## config.mk

```make
export PLATFORM = sky130hd
export DESIGN_NAME = mux_sel_scanner
export DESIGN_NICKNAME = d
export VERILOG_FILES = /design/src/rtl/mux_scan_pkg.sv /design/src/rtl/mux_scan_next_ch.sv /design/src/rtl/mux_sel_scanner.sv
export SDC_FILE = /design/constraint.sdc
export NUM_CORES = 1
export LEC_CHECK = 0
export ABC_AREA = 1
export BUFFER_PORTS_ARGS = -buffer_cell sky130_fd_sc_hd__buf_2
export CORE_MARGIN = 4
export CORE_UTILIZATION = 40
export DETAILED_ROUTE_END_ITERATION = 10
export GPL_TIMING_DRIVEN = 1
export PLACE_DENSITY = 0.64
export SYNTH_ARGS = -nofsm -noshare
export SYNTH_HDL_FRONTEND = slang
export SYNTH_HIERARCHICAL = 1
export SYNTH_SLANG_ARGS = --single-unit
```

## constraint.sdc

```tcl
create_clock -name clk -period 2.45 [get_ports clk]
set_input_delay 0.6125 -clock clk [delete_from_list [all_inputs] [get_ports clk]]
set_output_delay 0.6125 -clock clk [all_outputs]
set_load 0.02 [all_outputs]
```

## src/rtl/mux_scan_pkg.sv

```systemverilog
// ---------------------------------------------------------------------------
// mux_scan_pkg
// Shared definitions for the mux select scanner:
//   - state_e   : scanner FSM states (IDLE, SETTLE, DONE)
//   - ch_t      : 2-bit channel index, {S1,S0}
//   - NUM_CH    : number of mux channels (4)
//   - DWELL_MIN / DWELL_MAX : legal range of the settle time per channel
//   - CNT_W     : width of the dwell counter (holds DWELL_MAX-1)
// ---------------------------------------------------------------------------
package mux_scan_pkg;

    localparam int NUM_CH    = 4;
    localparam int DWELL_MIN = 1;
    localparam int DWELL_MAX = 16;
    localparam int CNT_W     = 4;

    typedef logic [1:0] ch_t;

    typedef enum logic [1:0] {
        IDLE   = 2'd0,
        SETTLE = 2'd1,
        DONE   = 2'd2
    } state_e;

endpackage

```

## src/rtl/mux_scan_next_ch.sv

```systemverilog
// ---------------------------------------------------------------------------
// mux_scan_next_ch
// Combinational priority search for the next enabled channel.
//   mask       in  : channel enables, bit i = channel i
//   cur        in  : currently selected channel
//   from_start in  : 1 = search from channel 0 inclusive (scan launch),
//                    0 = search strictly above cur (advance)
//   next_ch    out : lowest qualifying enabled channel (0 when none)
//   none_left  out : no qualifying enabled channel exists
// ---------------------------------------------------------------------------
module mux_scan_next_ch
    import mux_scan_pkg::*;
(
    input  logic [NUM_CH-1:0] mask,
    input  ch_t               cur,
    input  logic              from_start,
    output ch_t               next_ch,
    output logic              none_left
);

    // Walk from the top channel down so the lowest qualifying one is the
    // last assignment and therefore wins.
    always_comb begin
        next_ch   = '0;
        none_left = 1'b1;
        for (int i = NUM_CH - 1; i >= 0; i--) begin
            if (mask[i] && (from_start || (i > int'(cur)))) begin
                next_ch   = ch_t'(i);
                none_left = 1'b0;
            end
        end
    end

endmodule

```

## src/rtl/mux_sel_scanner.sv

```systemverilog
// ---------------------------------------------------------------------------
// mux_sel_scanner
// Steps the selects of a downstream 4:1 mux through the enabled channels,
// waits DWELL cycles on each and records the mux output per channel.
//
// Parameter
//   DWELL      : settle cycles per channel before Y is sampled (1..16)
// Ports
//   clk        in  : clock, all state on the rising edge
//   rst_n      in  : asynchronous active-low reset
//   start      in  : scan request, only looked at in IDLE
//   mask[3:0]  in  : channel enables, captured when a scan is accepted
//   Y          in  : downstream mux output
//   S0, S1     out : mux selects, channel = {S1,S0}
//   busy       out : high in SETTLE and DONE
//   result[3:0]out : sampled Y per channel, 0 for disabled channels
//   done       out : one-cycle pulse in the DONE state
//   parity     out : XOR of result (only with MUX_SCAN_PARITY_EN defined)
//   state_dbg  out : current FSM state for observation
//
// Build option: define MUX_SCAN_PARITY_EN to add the parity output.
//
// Handshake: start is a level request; the scan is accepted on the first
// rising edge where start=1 and the FSM is IDLE. done then pulses exactly
// once per accepted scan, and result is stable from done until the next
// acceptance.
// ---------------------------------------------------------------------------
module mux_sel_scanner
    import mux_scan_pkg::*;
#(
    parameter int DWELL = 4
) (
    input  logic              clk,
    input  logic              rst_n,
    input  logic              start,
    input  logic [NUM_CH-1:0] mask,
    input  logic              Y,
    output logic              S0,
    output logic              S1,
    output logic              busy,
    output logic [NUM_CH-1:0] result,
    output logic              done,
`ifdef MUX_SCAN_PARITY_EN
    output logic              parity,
`endif
    output state_e            state_dbg
);

    if ((DWELL < DWELL_MIN) || (DWELL > DWELL_MAX)) begin : g_dwell_range
        $error("mux_sel_scanner: DWELL out of range");
    end

    localparam logic [CNT_W-1:0] RELOAD = CNT_W'(DWELL - 1);

    state_e            state_q,  state_d;
    ch_t               ch_q,     ch_d;
    logic [CNT_W-1:0]  cnt_q,    cnt_d;
    logic [NUM_CH-1:0] mask_q,   mask_d;
    logic [NUM_CH-1:0] result_q, result_d;

    logic [NUM_CH-1:0] search_mask;
    logic              search_from_start;
    ch_t               next_ch;
    logic              none_left;

    // In IDLE the search looks at the live mask from channel 0 to find the
    // first channel of a new scan; otherwise it advances over the captured
    // mask so mid-scan mask changes cannot leak in.
    assign search_from_start = (state_q == IDLE);
    assign search_mask       = (state_q == IDLE) ? mask : mask_q;

    mux_scan_next_ch u_next_ch (
        .mask       (search_mask),
        .cur        (ch_q),
        .from_start (search_from_start),
        .next_ch    (next_ch),
        .none_left  (none_left)
    );

    always_comb begin
        state_d  = state_q;
        ch_d     = ch_q;
        cnt_d    = cnt_q;
        mask_d   = mask_q;
        result_d = result_q;
        case (state_q)
            IDLE: begin
                if (start) begin
                    mask_d   = mask;
                    result_d = '0;
                    if (none_left) begin
                        // Empty mask: nothing to visit, selects keep their
                        // previous channel.
                        state_d = DONE;
                    end else begin
                        ch_d    = next_ch;
                        cnt_d   = RELOAD;
                        state_d = SETTLE;
                    end
                end
            end
            SETTLE: begin
                if (cnt_q == '0) begin
                    result_d[ch_q] = Y;
                    if (none_left) begin
                        state_d = DONE;
                    end else begin
                        ch_d  = next_ch;
                        cnt_d = RELOAD;
                    end
                end else begin
                    cnt_d = cnt_q - CNT_W'(1);
                end
            end
            DONE: begin
                state_d = IDLE;
            end
            default: begin
                state_d = IDLE;
            end
        endcase
    end

    always_ff @(posedge clk or negedge rst_n) begin
        if (!rst_n) begin
            state_q  <= IDLE;
            ch_q     <= '0;
            cnt_q    <= '0;
            mask_q   <= '0;
            result_q <= '0;
        end else begin
            state_q  <= state_d;
            ch_q     <= ch_d;
            cnt_q    <= cnt_d;
            mask_q   <= mask_d;
            result_q <= result_d;
        end
    end

`ifdef MUX_SCAN_PARITY_EN
    logic parity_q, parity_d;

    // Computed from the next result so parity changes on the same edge.
    assign parity_d = ^result_d;

    always_ff @(posedge clk or negedge rst_n) begin
        if (!rst_n) begin
            parity_q <= 1'b0;
        end else begin
            parity_q <= parity_d;
        end
    end

    assign parity = parity_q;
`endif

    assign S0        = ch_q[0];
    assign S1        = ch_q[1];
    assign busy      = (state_q == SETTLE) || (state_q == DONE);
    assign done      = (state_q == DONE);
    assign result    = result_q;
    assign state_dbg = state_q;

endmodule
```

== Word-level counts from Yosys, hierarchy flattened ==
Cells that the tools add are included.
Word-level totals
  flip-flop bits (word level): 16
  input bits: 8
  output and inout port bits: 10
  word-level logic and storage cells: 60
Cells by class
  $add $sub $neg: 1
  order comparisons: 5
  eq/ne operators: 5
  mux-type cells: 28
  reduce and logical (&&, ||, !) cells: 16
Operator list (number)
  $mux 4: 6
  $mux 2: 11
  $pmux 4 s2: 2
  $pmux 2 s2: 2
  $ne 2x2->1 const B: 3
  $reduce_and 3->1: 2
  $logic_and 1x1->1: 5
  $mux 1: 5
  $bwmux 4: 1
  $gt 2x2->1 const A: 2
  $logic_not 4->1: 1
  $logic_or 1x1->1: 4
  $reduce_and 2->1: 2
  $sub 4x1->4 const B: 1
  $lt 2x3->1 const B: 1
  $demux 1 s2: 1
  $eq 2x1->1 const B: 1
  $eq 2x2->1 const B: 1
  $ge 2x1->1 const B: 1
  $gt 1x2->1 const A: 1
  $logic_not 2->1: 1
  $reduce_bool 2->1: 1

== Depth between registers and ports, before layout ==
Gate-level depths: netlist of run 1.
  depth after elaboration: 10
  gate-level depth with buffers: 14

== Modules after synthesis ==
Netlist of run 1, hierarchy kept.
By module, submodules not included
  mux_sel_scanner: times used 1, cells each 115, area an instance 880.8 um2, seq. area each 400.4 um2
  mux_scan_next_ch: times used 1, cells each 15, area an instance 72.6 um2, seq. area each 0.0 um2

== Worst setup path after synthesis of run 1 ==
Ideal clock, no wire load.
  kind: register to register
  from: register state_q[0] (netlist: state_dbg[0])
  to: register cnt_q[2]
  library setup time: 117 ps
  arrival: 1894 ps
  setup slack: 439 ps
  stages on the path, launching flop included: 14
  path buffers: 0
  clock period less this slack: 2011 ps
  path through: dfrtp_1 inv_1 ha_1 inv_2 o21ai_0 nand3_2 nand2_1 nor2_1 inv_1 nand2_1 a21oi_1 o21ai_0 nand2_1 nand2_1
Between the ends
  elaborated cells between the ends (all ways): 21
RTL lines
  start: declaration: RTL line mux_sel_scanner.sv:55  | state_e state_q, state_d;
  start signal: assignment: RTL line mux_sel_scanner.sv:132  | state_q <= state_d;
  $logic_not 2->1 (*): RTL line mux_sel_scanner.sv:69  | assign search_from_start = (state_q == IDLE);
  named net search_from_start: RTL line mux_sel_scanner.sv:62  | logic search_from_start;
  $mux 4 (*): RTL line mux_sel_scanner.sv:70  | assign search_mask = (state_q == IDLE) ? mask : mask_q;
  named net search_mask[1]: RTL line mux_sel_scanner.sv:61  | logic [NUM_CH-1:0] search_mask;
  $logic_and 1x1->1 (*): RTL line mux_scan_next_ch.sv:27  | if (mask[i] && (from_start || (i > int'(cur)))) begin
  $mux 1 (*) (2 in a row): RTL line mux_scan_next_ch.sv:27
  named net none_left: RTL line mux_sel_scanner.sv:64  | logic none_left;
  $mux 4 (*)
  $mux 4 (on tied branches)
  $pmux 4 s2 (*): RTL line mux_sel_scanner.sv:86  | case (state_q)
  end signal: assignment: RTL line mux_sel_scanner.sv:134  | cnt_q <= cnt_d;
  end: declaration: RTL line mux_sel_scanner.sv:57  | logic [CNT_W-1:0] cnt_q, cnt_d;
Mark *: on every way through the listed nets, which the timed path passes. The rest lies on a longest branch. The select of a mux whose other input is x is not followed.
A chain may end at the register's enable or synchronous reset.

== Worst setup path after layout of run 1 ==
  from: register state_q[1] (netlist: state_dbg[1])
  to: register cnt_q[2]
The elaborated chain is that of the path after synthesis.

==> impl_results.md, run 1 <==
* # IOs at 18
* Yosys warns at 6
* DRT iter0 DRCs at 20
* CTS tree: built
* Asr flop ratio synth at 100.0%
* Overflow left after global routing at 0
* Synth cell types at 16
* Number of setup violations in the final report at 0
* Max-slew headroom at 76.21%
* WL met2 at 950 um
* Share of post-route cells with drive strength above 1 at 20.67%
* Post-Syn Instances at 130
* Row cnt at 17
* Run status: finished clean
* Post-synth top area cell: dfrtp_1
* Die area at 0.003229 sq mm
* Largest cells by area after synthesis: dfrtp_1, nand2_1, inv_1
* EDFF count, synth at 0
* Worst-Skew Late Latency at 280 ps
* Worst-case clock buffer depth at 2
* CTS Hold Buffers Added at 0
* CP delay by family, top: compound AO/OA/AOI/OAI gates
* # Post-CTS Setup Buffers at 0
* CP required at 2630 ps
* Worst-path fanout max at 9
* Vias in the first global route at 838
* Vias at 859
* Filler instances at 229
* Die Height at 56.82 um
* Slew @ Worst Pin at 356.8 ps
* Post-Syn Area at 953.4 sq um
* DRC violations left at 0
* Max Used Layer: met4
* Vias per cell at 4.826
* Top post-synthesis cells by count: nand2_1, inv_1, dfrtp_1
* Tmin final at 2185 ps
* Final WS setup at 265.1 ps
* Syn-to-layout area delta at 14.96%
* M1 WL at 905 um
* H-Tree Level Count at 1
* Crit end category: flip-flop
* WL per Instance at 11.03 um
* CP Cell Sequence: inv_1 -> ha_1 -> inv_2 -> o21ai_0 -> nand3_2 -> nand2_1 -> nor2_1 -> inv_1 -> nand2_1 -> a21oi_1 -> o21ai_0 -> nand2_1 -> nand2_1
* Chip Width at 56.82 um
* Final Cycle Share at 89.18%
* WP buf/inv at 3
* DRT antenna net count at 0
* GRT Resource Usage Total at 13.15%
* Max Clk Rate at 457.7 MHz
* Peak supply drop at 0.7273 mV
* Synth Register Bits at 16
* Cells on worst reg2reg path at 13
* Hold Path Class: in2async
* P_leak at 0.6090 nW
* Initial core utilization at 42.69%
* Crit path kind: reg2reg
* Clk root buf: clkbuf_4
* Mean area per synthesized cell at 7.334 sq um
* Clock transition at path regs at 90 ps
* DRT Pass-1 Iters at 5
* Met3 routed WL at 84 um
* Initial antenna violation count at 0
* Clock skew at 6.028 ps
* First-pass GRT wire length at 3.394 mm
* Pins Over Slew Limit at 0
* Largest net degree at the start of global routing at 17
* GP Congestion at 0.8141
* Reg-to-reg setup timing slack at 270 ps
* Core area at 0.002233 sq mm
* HPWL Detailed at 1.594 mm
* Final Hold Fails at 0
* Pre-CTS setup slack at 282.5 ps
* Ys flop type: dfrtp_1
* CTS sink count at 16
* ANT cells at 0
* Multi-input gate area in the final layout at 466.7 sq um
* Total nets after synthesis at 142
* Top-count cell post-synth: nand2_1
* Seq/Total Area, Yosys at 41.99%
* R2R Path End: cnt_q[2]
* FF/Latch Area at 400.4 sq um
* CP Data Arrival Time at 2360 ps
* WL final at 1.963 mm
* Worst path slowest cell: dfrtp_1
* Cell mode on critical path: nand2_1
* I/O Buffers at 17
* Post-CTS Resized at 0
* Setup TNS at 0 ps
* Startpoint Class: flip-flop
* Max-cap violations at 0
* Layout Nets at 164
* Worst R2R Start: state_dbg[1]
* CTS Buf Count at 3
* Delay of the slowest critical-path stage at 420 ps
* Share of the synthesized area in the top cell type at 41.99%
* Cell Pwr Density at 1286 mW/mm^2
* RSZ-0062 raised after global routing: no
-- cell type report --
class / count / area share, %
multi-input combinational: 91 / 42.58
clock buffer: 3 / 2.055
inverter: 23 / 7.877
timing repair buffer: 17 / 7.763
tap: 28 / 3.196
sequential: 16 / 36.53
-- sequential cells by signal, summed over array words and instances (netlist names) --
name and count:
mask_q 4, cnt_q 4, ch_q 2, state_dbg 2, result 4
-- metal layers --
layer	GRT usage, %	vias to the layer above
met4	2.649	0
met3	4.828	4
li1	-	452
met2	22.44	17
met1	15.80	386
met5	0	-
-- stage by stage --
stage / std cells / area [sq um] / total power [mW] / hold slack (ps) / util (%)
detailed placement: 175 / 1074 / 1.287 / 469.8 / 48.07
CTS: 178 / 1096 / 1.428 / 232.5 / 49.08
finish: 178 / 1096 / 1.409 / 225.5 / 49.08
global route: 178 / 1096 / 1.570 / 240.4 / 49.08
floorplan: 130 / 953.4 / 1.088 / 316.9 / -
global placement: 175 / 1074 / 1.261 / 461.1 / 48.07
-- worst reg2reg max path: cells and delay by family (launching register included) --
family	cells	cell delay [ps]
adders and majority gates	1	350
DFF	1	420
buffers and inverters	3	350
AOI/OAI and AO/OA	3	490
and+or+nand+nor	6	450
-- logic make-up (layout without fill, tap and decap cells) --
| group | Yosys count | after routing | synth area share [%] |
|---|---|---|---|
| xor gates and xnor gates | 1 | 1 | 0.9188 |
| and+or+nand+nor | 63 | 63 | 29.53 |
| DFF | 16 | 16 | 41.99 |
| buffers and inverters | 23 | 43 | 9.055 |
| adders and majority gates | 4 | 4 | 5.250 |
| AOI/OAI and AO/OA | 23 | 23 | 13.26 |
-- power breakdown --
part           total, mW  internal [mW]  leakage [nW]  switching, mW
Clock              0.132         0.0570        0.0138         0.0748
Sequential         0.446          0.366         0.205         0.0802
Combinational      0.831          0.273         0.390          0.559
Total               1.41          0.695         0.609          0.714
-- layout by cell type, fill, tap and decap left out, drive strengths merged --
| master | instances |
|---|---|
| a21oi | 4 |
| buf | 17 |
| clkbuf | 3 |
| dfrtp | 16 |
| ha | 4 |
| inv | 23 |
| nand2 | 39 |
| nand3 | 10 |
| nand4 | 3 |
| nor2 | 10 |
| o21ai | 19 |
| or2 | 1 |
| xor2 | 1 |
-- how the worst max path moves through the flow --
stage / end / startpoint / cells past startpoint / slack (ps)
after detailed placement: cnt_q[2] / state_dbg[1] / 13 / 280
after CTS: cnt_q[2] / state_dbg[1] / 13 / 270
after floorplan: cnt_q[2] / state_dbg[0] / 13 / 440
final: cnt_q[2] / state_dbg[1] / 13 / 270
after global placement: cnt_q[2] / state_dbg[1] / 13 / 400
after global routing: cnt_q[2] / state_dbg[1] / 13 / 10
Note: power is estimated with default switching activity, not from simulation.
==> run 2: changes to the inputs <==
PLACE_DENSITY = 0.63   (was 0.64)
SYNTH_HIERARCHICAL = default   (was 1)
==> impl_results.md, run 2 <==
* CP required at 1840 ps
* Initial antenna violation count at 0
* Top-count cell post-synth: nand2_1
* Fin area at 0.001166 sq mm
* Slew @ Worst Pin at 377.8 ps
* Clock skew at 8.842 ps
* Tmin final at 1845 ps
* Vias in the first global route at 859
* CP Data Arrival Time at 1230 ps
* Worst-Skew Late Latency at 290 ps
* Worst R2R Start: state_dbg[0]
* Share of post-route cells with drive strength above 1 at 24.03%
* Synth Register Bits at 16
* Reg-to-reg setup timing slack at 690 ps
* Final Hold Fails at 0
* Syn-to-layout area delta at 15.49%
* DP Area at 0.001130 sq mm
* Max-cap violations at 0
* CTS tree: built
* Pins Over Slew Limit at 0
* Post-synthesis mux area share at 2.230%
* WL per Instance at 11.04 um
* Core area at 0.002297 sq mm
* Post-Syn Area at 0.001010 sq mm
* Max Clk Rate at 542.0 MHz
* Most frequent cells in the layout: nand2_1, inv_1, buf_2
* ANT cells at 0
* Run status: finished clean
* GRT Resource Usage Total at 13.42%
* Crit path kind: reg2out
* Post-CTS Resized at 0
* Clk root buf: clkbuf_4
* Ys flop type: dfrtp_1
* # Post-CTS Setup Buffers at 0
* First-pass GRT wire length at 3.525 mm
* H-Tree Level Count at 1
* Cell Pwr Density at 1366 mW/mm^2
* Synth Area in Adders at 6.196%
* Worst-case clock buffer depth at 2
* Peak supply drop at 0.7180 mV
* Post-Synth XOR/XNOR Area at 1.735%
* Overflow left after global routing at 0
* Post-synth top area cell: dfrtp_1
* DRT antenna net count at 0
* Share of the synthesized area in the top cell type at 39.65%
* Startpoint Class: flip-flop
* DRT iter0 DRCs at 25
* Total nets after synthesis at 146
* I/O Buffers at 17
* # IOs at 18
* Yosys warns at 0
* Clock transition at path regs at 100 ps
* P_leak at 0.6508 nW
* Final Cycle Share at 75.30%
* Crit end category: output port
* GP Congestion at 0.8206
* DRT Pass-1 Iters at 4
* CTS sink count at 16
* Simple-Gate Fraction of Synth Area at 29.74%
* Commonest non-fill, non-tap cell in the layout: nand2_1
* Asr flop ratio synth at 100.0%
* RSZ-0062 raised after global routing: no
* Critical Path Sink: busy
* HPWL Detailed at 1.636 mm
* Crit path from: state_dbg[0]
* DRC violations left at 0
* Synth cell types at 21
* Top post-synthesis cells by count: nand2_1, inv_1, dfrtp_1
* CTS Buf Count at 3
* Largest family of logic cells by synthesized area: simple AND/OR/NAND/NOR gates
* EDFF count, synth at 0
* R2R Path End: state_dbg[1]
* Max-slew headroom at 74.82%
* Layout Nets at 168
* Hold_ws at 224.3 ps
* Hold Path Class: in2async
* Vias per cell at 4.824
* Initial core utilization at 43.95%
* Final Power at 1.593 mW
* Row cnt at 17
* WL final at 2.009 mm
* Die Height at 58.24 um
* Synth Area in Compound Gates at 11.28%
* Largest cells by area after synthesis: dfrtp_1, nand2_1, inv_1
* Vias at 878
* Worst-path fanout max at 4
* CTS Hold Buffers Added at 0
* Die area at 0.003392 sq mm
* Seq/Total Area, Yosys at 39.65%
* Largest net degree at the start of global routing at 17
* Post-Syn Instances at 133
* Filler instances at 238
* Setup TNS at 0 ps
* Cells on worst reg2reg path at 13
* Chip Width at 58.24 um
* Mean area per synthesized cell at 7.592 sq um
* Number of setup violations in the final report at 0
==> run 2: stage by stage <==
| step | worst slack [ps] | cells | utilization, % |
|---|---|---|---|
| detailed placement | 692.3 | 178 | 49.18 |
| CTS | 594.9 | 182 | 50.76 |
| finish | 605.0 | 182 | 50.76 |
| global route | 461.1 | 182 | 50.76 |
| floorplan | 779.8 | 133 | - |
| global placement | 725.9 | 178 | 49.18 |
==> run 2: how the worst min path moves through the flow <==
stage                    from  cells after the start         to  slack [ps]
floorplan               rst_n                      0    ch_q[0]         320
global placement    result[0]                      1  result[0]         470
detailed placement  mask_q[0]                      2  mask_q[0]         470
CTS                     rst_n                      1   cnt_q[0]         230
global route            rst_n                      1   cnt_q[0]         240
finish                  rst_n                      1   cnt_q[3]         220
==> run 2: cells by family (layout without fill, tap and decap cells) <==
logic type / count (synthesis) / count (layout)
AOI/OAI and AO/OA: 19 / 19
xor gates and xnor gates: 2 / 2
adders and majority gates: 5 / 5
muxes: 2 / 2
buffers and inverters: 24 / 45
DFF: 16 / 16
and+or+nand+nor: 65 / 65
==> run 2: power breakdown <==
part	internal [mW]	switching (mW)
logic	0.333	0.646
clock network	0.0905	0.0833
registers	0.368	0.0725
==> run 2: area by class of cell <==
type | count | area, sq um | area share (%)
Tap cell | 28 | 35.03 | 3.004
Multi-Input combinational cell | 93 | 516.7 | 44.31
Timing Repair Buffer | 17 | 85.08 | 7.296
Clock buffer | 4 | 36.28 | 3.112
Sequential cell | 16 | 400.4 | 34.33
Inverter | 24 | 92.59 | 7.940
==> run 2: layer usage <==
layer	part of all wire, %	GRT usage, %	vias up	wire [um]
met5	0	0	-	0
met4	1.2	4.967	0	25
met3	3.4	2.004	4	68
met2	53	23.71	16	1070
met1	42	16.37	404	846
li1	-	-	454	-
==> run 2: critical path: stages, from the launching register on <==
cell and delay [ps]:
dfrtp_1 410, inv_1 100, ha_1 290, buf_2 160
==> run 3: changes to the inputs <==
ABC_AREA = 0   (was 1)
clock period = 1.8 ns   (was 2.45 ns; I/O delays follow)
==> impl_results.md, run 3 <==
* Startpoint Class: flip-flop
* Crit end category: flip-flop
* DRT Pass-1 Iters at 4
* Die area at 0.003388 sq mm
* Fin area at 0.001398 sq mm
* Synth Register Bits at 16
* Peak supply drop at 1.044 mV
* CP Data Arrival Time at 2110 ps
* Clk network pwr share at 9.4%
* Chip Width at 58.21 um
* Seq/Total Area, Yosys at 39.70%
* Final Hold Fails at 0
* GP Congestion at 0.8082
* Int Power at 1.493 mW
* Dpl cells at 156
* Asr flop ratio synth at 100.0%
* DRT iter0 DRCs at 19
* Pre-CTS setup slack at -107.1 ps
* Clock transition at path regs at 100 ps
* CTS Buf Count at 3
* Row cnt at 17
* Post-Syn Area at 0.001008 sq mm
* Hold_ws at 61.01 ps
* Violated checks: negative setup slack
* Largest net degree at the start of global routing at 17
* RSZ-0062 raised after global routing: yes
* WL per Instance at 14.47 um
* Layout Nets at 151
* DRT antenna net count at 0
* Max Clk Rate at 523.3 MHz
* Share of the synthesized area in the top cell type at 39.70%
* Largest cells by area after synthesis: dfrtp_1, mux2i_1, ha_1
* GRT Resource Usage Total at 14.66%
* Max-cap violations at 0
* Core area at 0.002297 sq mm
* Reg power frac at 25.0%
* CP required at 2000 ps
* First-pass GRT wire length at 3.843 mm
* Final Power at 2.625 mW
* Cell Pwr Density at 1878 mW/mm^2
* Hold Path Class: in2async
* Final WS setup at -110.9 ps
* Run status: complete, but fails checks
* ANT cells at 0
* Vias per cell at 5.339
* Synth cell types at 39
* I/O Buffers at 17
* Initial antenna violation count at 0
* Clk root buf: clkbuf_4
* Final Non-Filler Cells at 165
* Slew @ Worst Pin at 445.4 ps
* Filler instances at 202
* Number of setup violations in the final report at 6
* Comb power frac at 65.6%
* Vias at 881
* Max-slew headroom at 70.25%
* Top post-synthesis cells by count: dfrtp_1, nand2_1, a21oi_1
* Setup TNS at -470.6 ps
* Commonest non-fill, non-tap cell in the layout: buf_4
* Clock skew at 4.525 ps
* Ys flop type: dfrtp_1
* HPWL Detailed at 1.644 mm
* Worst-Skew Late Latency at 290 ps
* EDFF count, synth at 0
* DP Area at 0.001232 sq mm
* P_leak at 0.6547 nW
* Post-Syn Instances at 100
* Tmin final at 1911 ps
* Post-synth top area cell: dfrtp_1
* Final core utilization at 60.84%
* Most frequent cells in the layout: buf_4, buf_2, dfrtp_1
* Die Height at 58.21 um
* H-Tree Level Count at 1
* Syn-to-layout area delta at 38.59%
* Final Cycle Share at 106.2%
* DRC violations left at 0
* CTS tree: built
* Total nets after synthesis at 113
* Pins Over Slew Limit at 0
* WL final at 2.387 mm
* Vias in the first global route at 885
* Mean area per synthesized cell at 10.08 sq um
* Share of post-route cells with drive strength above 1 at 48.91%
* Switching Share at 43.12%
* Yosys warns at 0
* Worst-case clock buffer depth at 2
* Top-count cell post-synth: dfrtp_1
* CTS sink count at 16
* Crit path kind: reg2reg
* Initial core utilization at 43.90%
* Worst-path fanout max at 6
* Psw at 1.132 mW
* # IOs at 18
* Overflow left after global routing at 0
-- run 3: cell types whose count changed after synthesis, moves of 3 or more --
cell     previous run  this run
o21ai_0            11         1
mux2_2              2         5
nand3_1             7         2
mux2i_1             0         7
nor2b_1             0         4
a21oi_1             1         8
nor2_1              9         1
nand2_2             6         0
nand2_1            37        10
inv_1              22         6
-- run 3: path summary, 6_finish.rpt --
path	end	slack, ps	from	cells after the start
worst max-delay path	cnt_q[0]	-110	state_dbg[1]	6
worst min-delay path	result[2]	60	rst_n	1
worst max register to register	cnt_q[0]	-110	state_dbg[1]	6
worst min register to register	mask_q[1]	510	mask_q[1]	1
max in group asynchronous	state_dbg[0]	1440	rst_n	1
min in group clk	mask_q[1]	400	mask[1]	2
-- run 3: cell type report --
| cell class | count | area (sq um) | area share (%) |
|---|---|---|---|
| inverter | 6 | 22.52 | 1.611 |
| clock buffer | 4 | 36.28 | 2.596 |
| tap | 28 | 35.03 | 2.507 |
| timing repair buffer | 35 | 230.2 | 16.47 |
| sequential | 16 | 402.9 | 28.83 |
| multi-input combinational | 76 | 670.6 | 47.99 |
-- run 3: kinds of logic (layout without fill, tap and decap cells) --
group	count (synthesis)	after routing	synth area share, %
AOI/OAI and AO/OA	28	28	20.84
muxes	13	13	14.02
DFF	16	16	39.70
adders and majority gates	5	5	6.203
buffers and inverters	8	45	3.101
and+or+nand+nor	29	29	15.26
xor gates and xnor gates	1	1	0.8686
-- run 3: what timing repair did --
item / 4_1_cts / 5_1_grt
cloned: 0 / 0
setup endpoints to repair: 8 / 13
gates resized for setup: 1 / 20
pin swaps: 4 / 7
hold buffers: 0 / 0
buffers inserted: 4 / 2
-- run 3: routing by layer --
metal  global-route usage, %  vias to the layer above  routed length (um)
met4                   4.967                        0                  34
met1                   19.62                      405                1096
li1                        -                      443                   -
met2                   23.23                       27                1118
met5                       0                        -                   0
met3                   3.341                        6                 137
-- run 3: worst max-delay path, stage by stage (launching register included) --
cell	delay, ps
dfrtp_2	420
inv_2	80
ha_4	160
mux2_4	300
a221o_1	400
or2_1	290
a21o_1	160
-- run 3: power groups by stage --
stage	Clock, mW	Sequential [mW]	Combinational, mW
finish	0.247	0.656	1.72
global route	0.275	0.680	1.90
CTS	0.253	0.645	1.53
detailed placement	0	0.655	1.46
global placement	0	0.644	1.44
floorplan	0	0.721	0.919
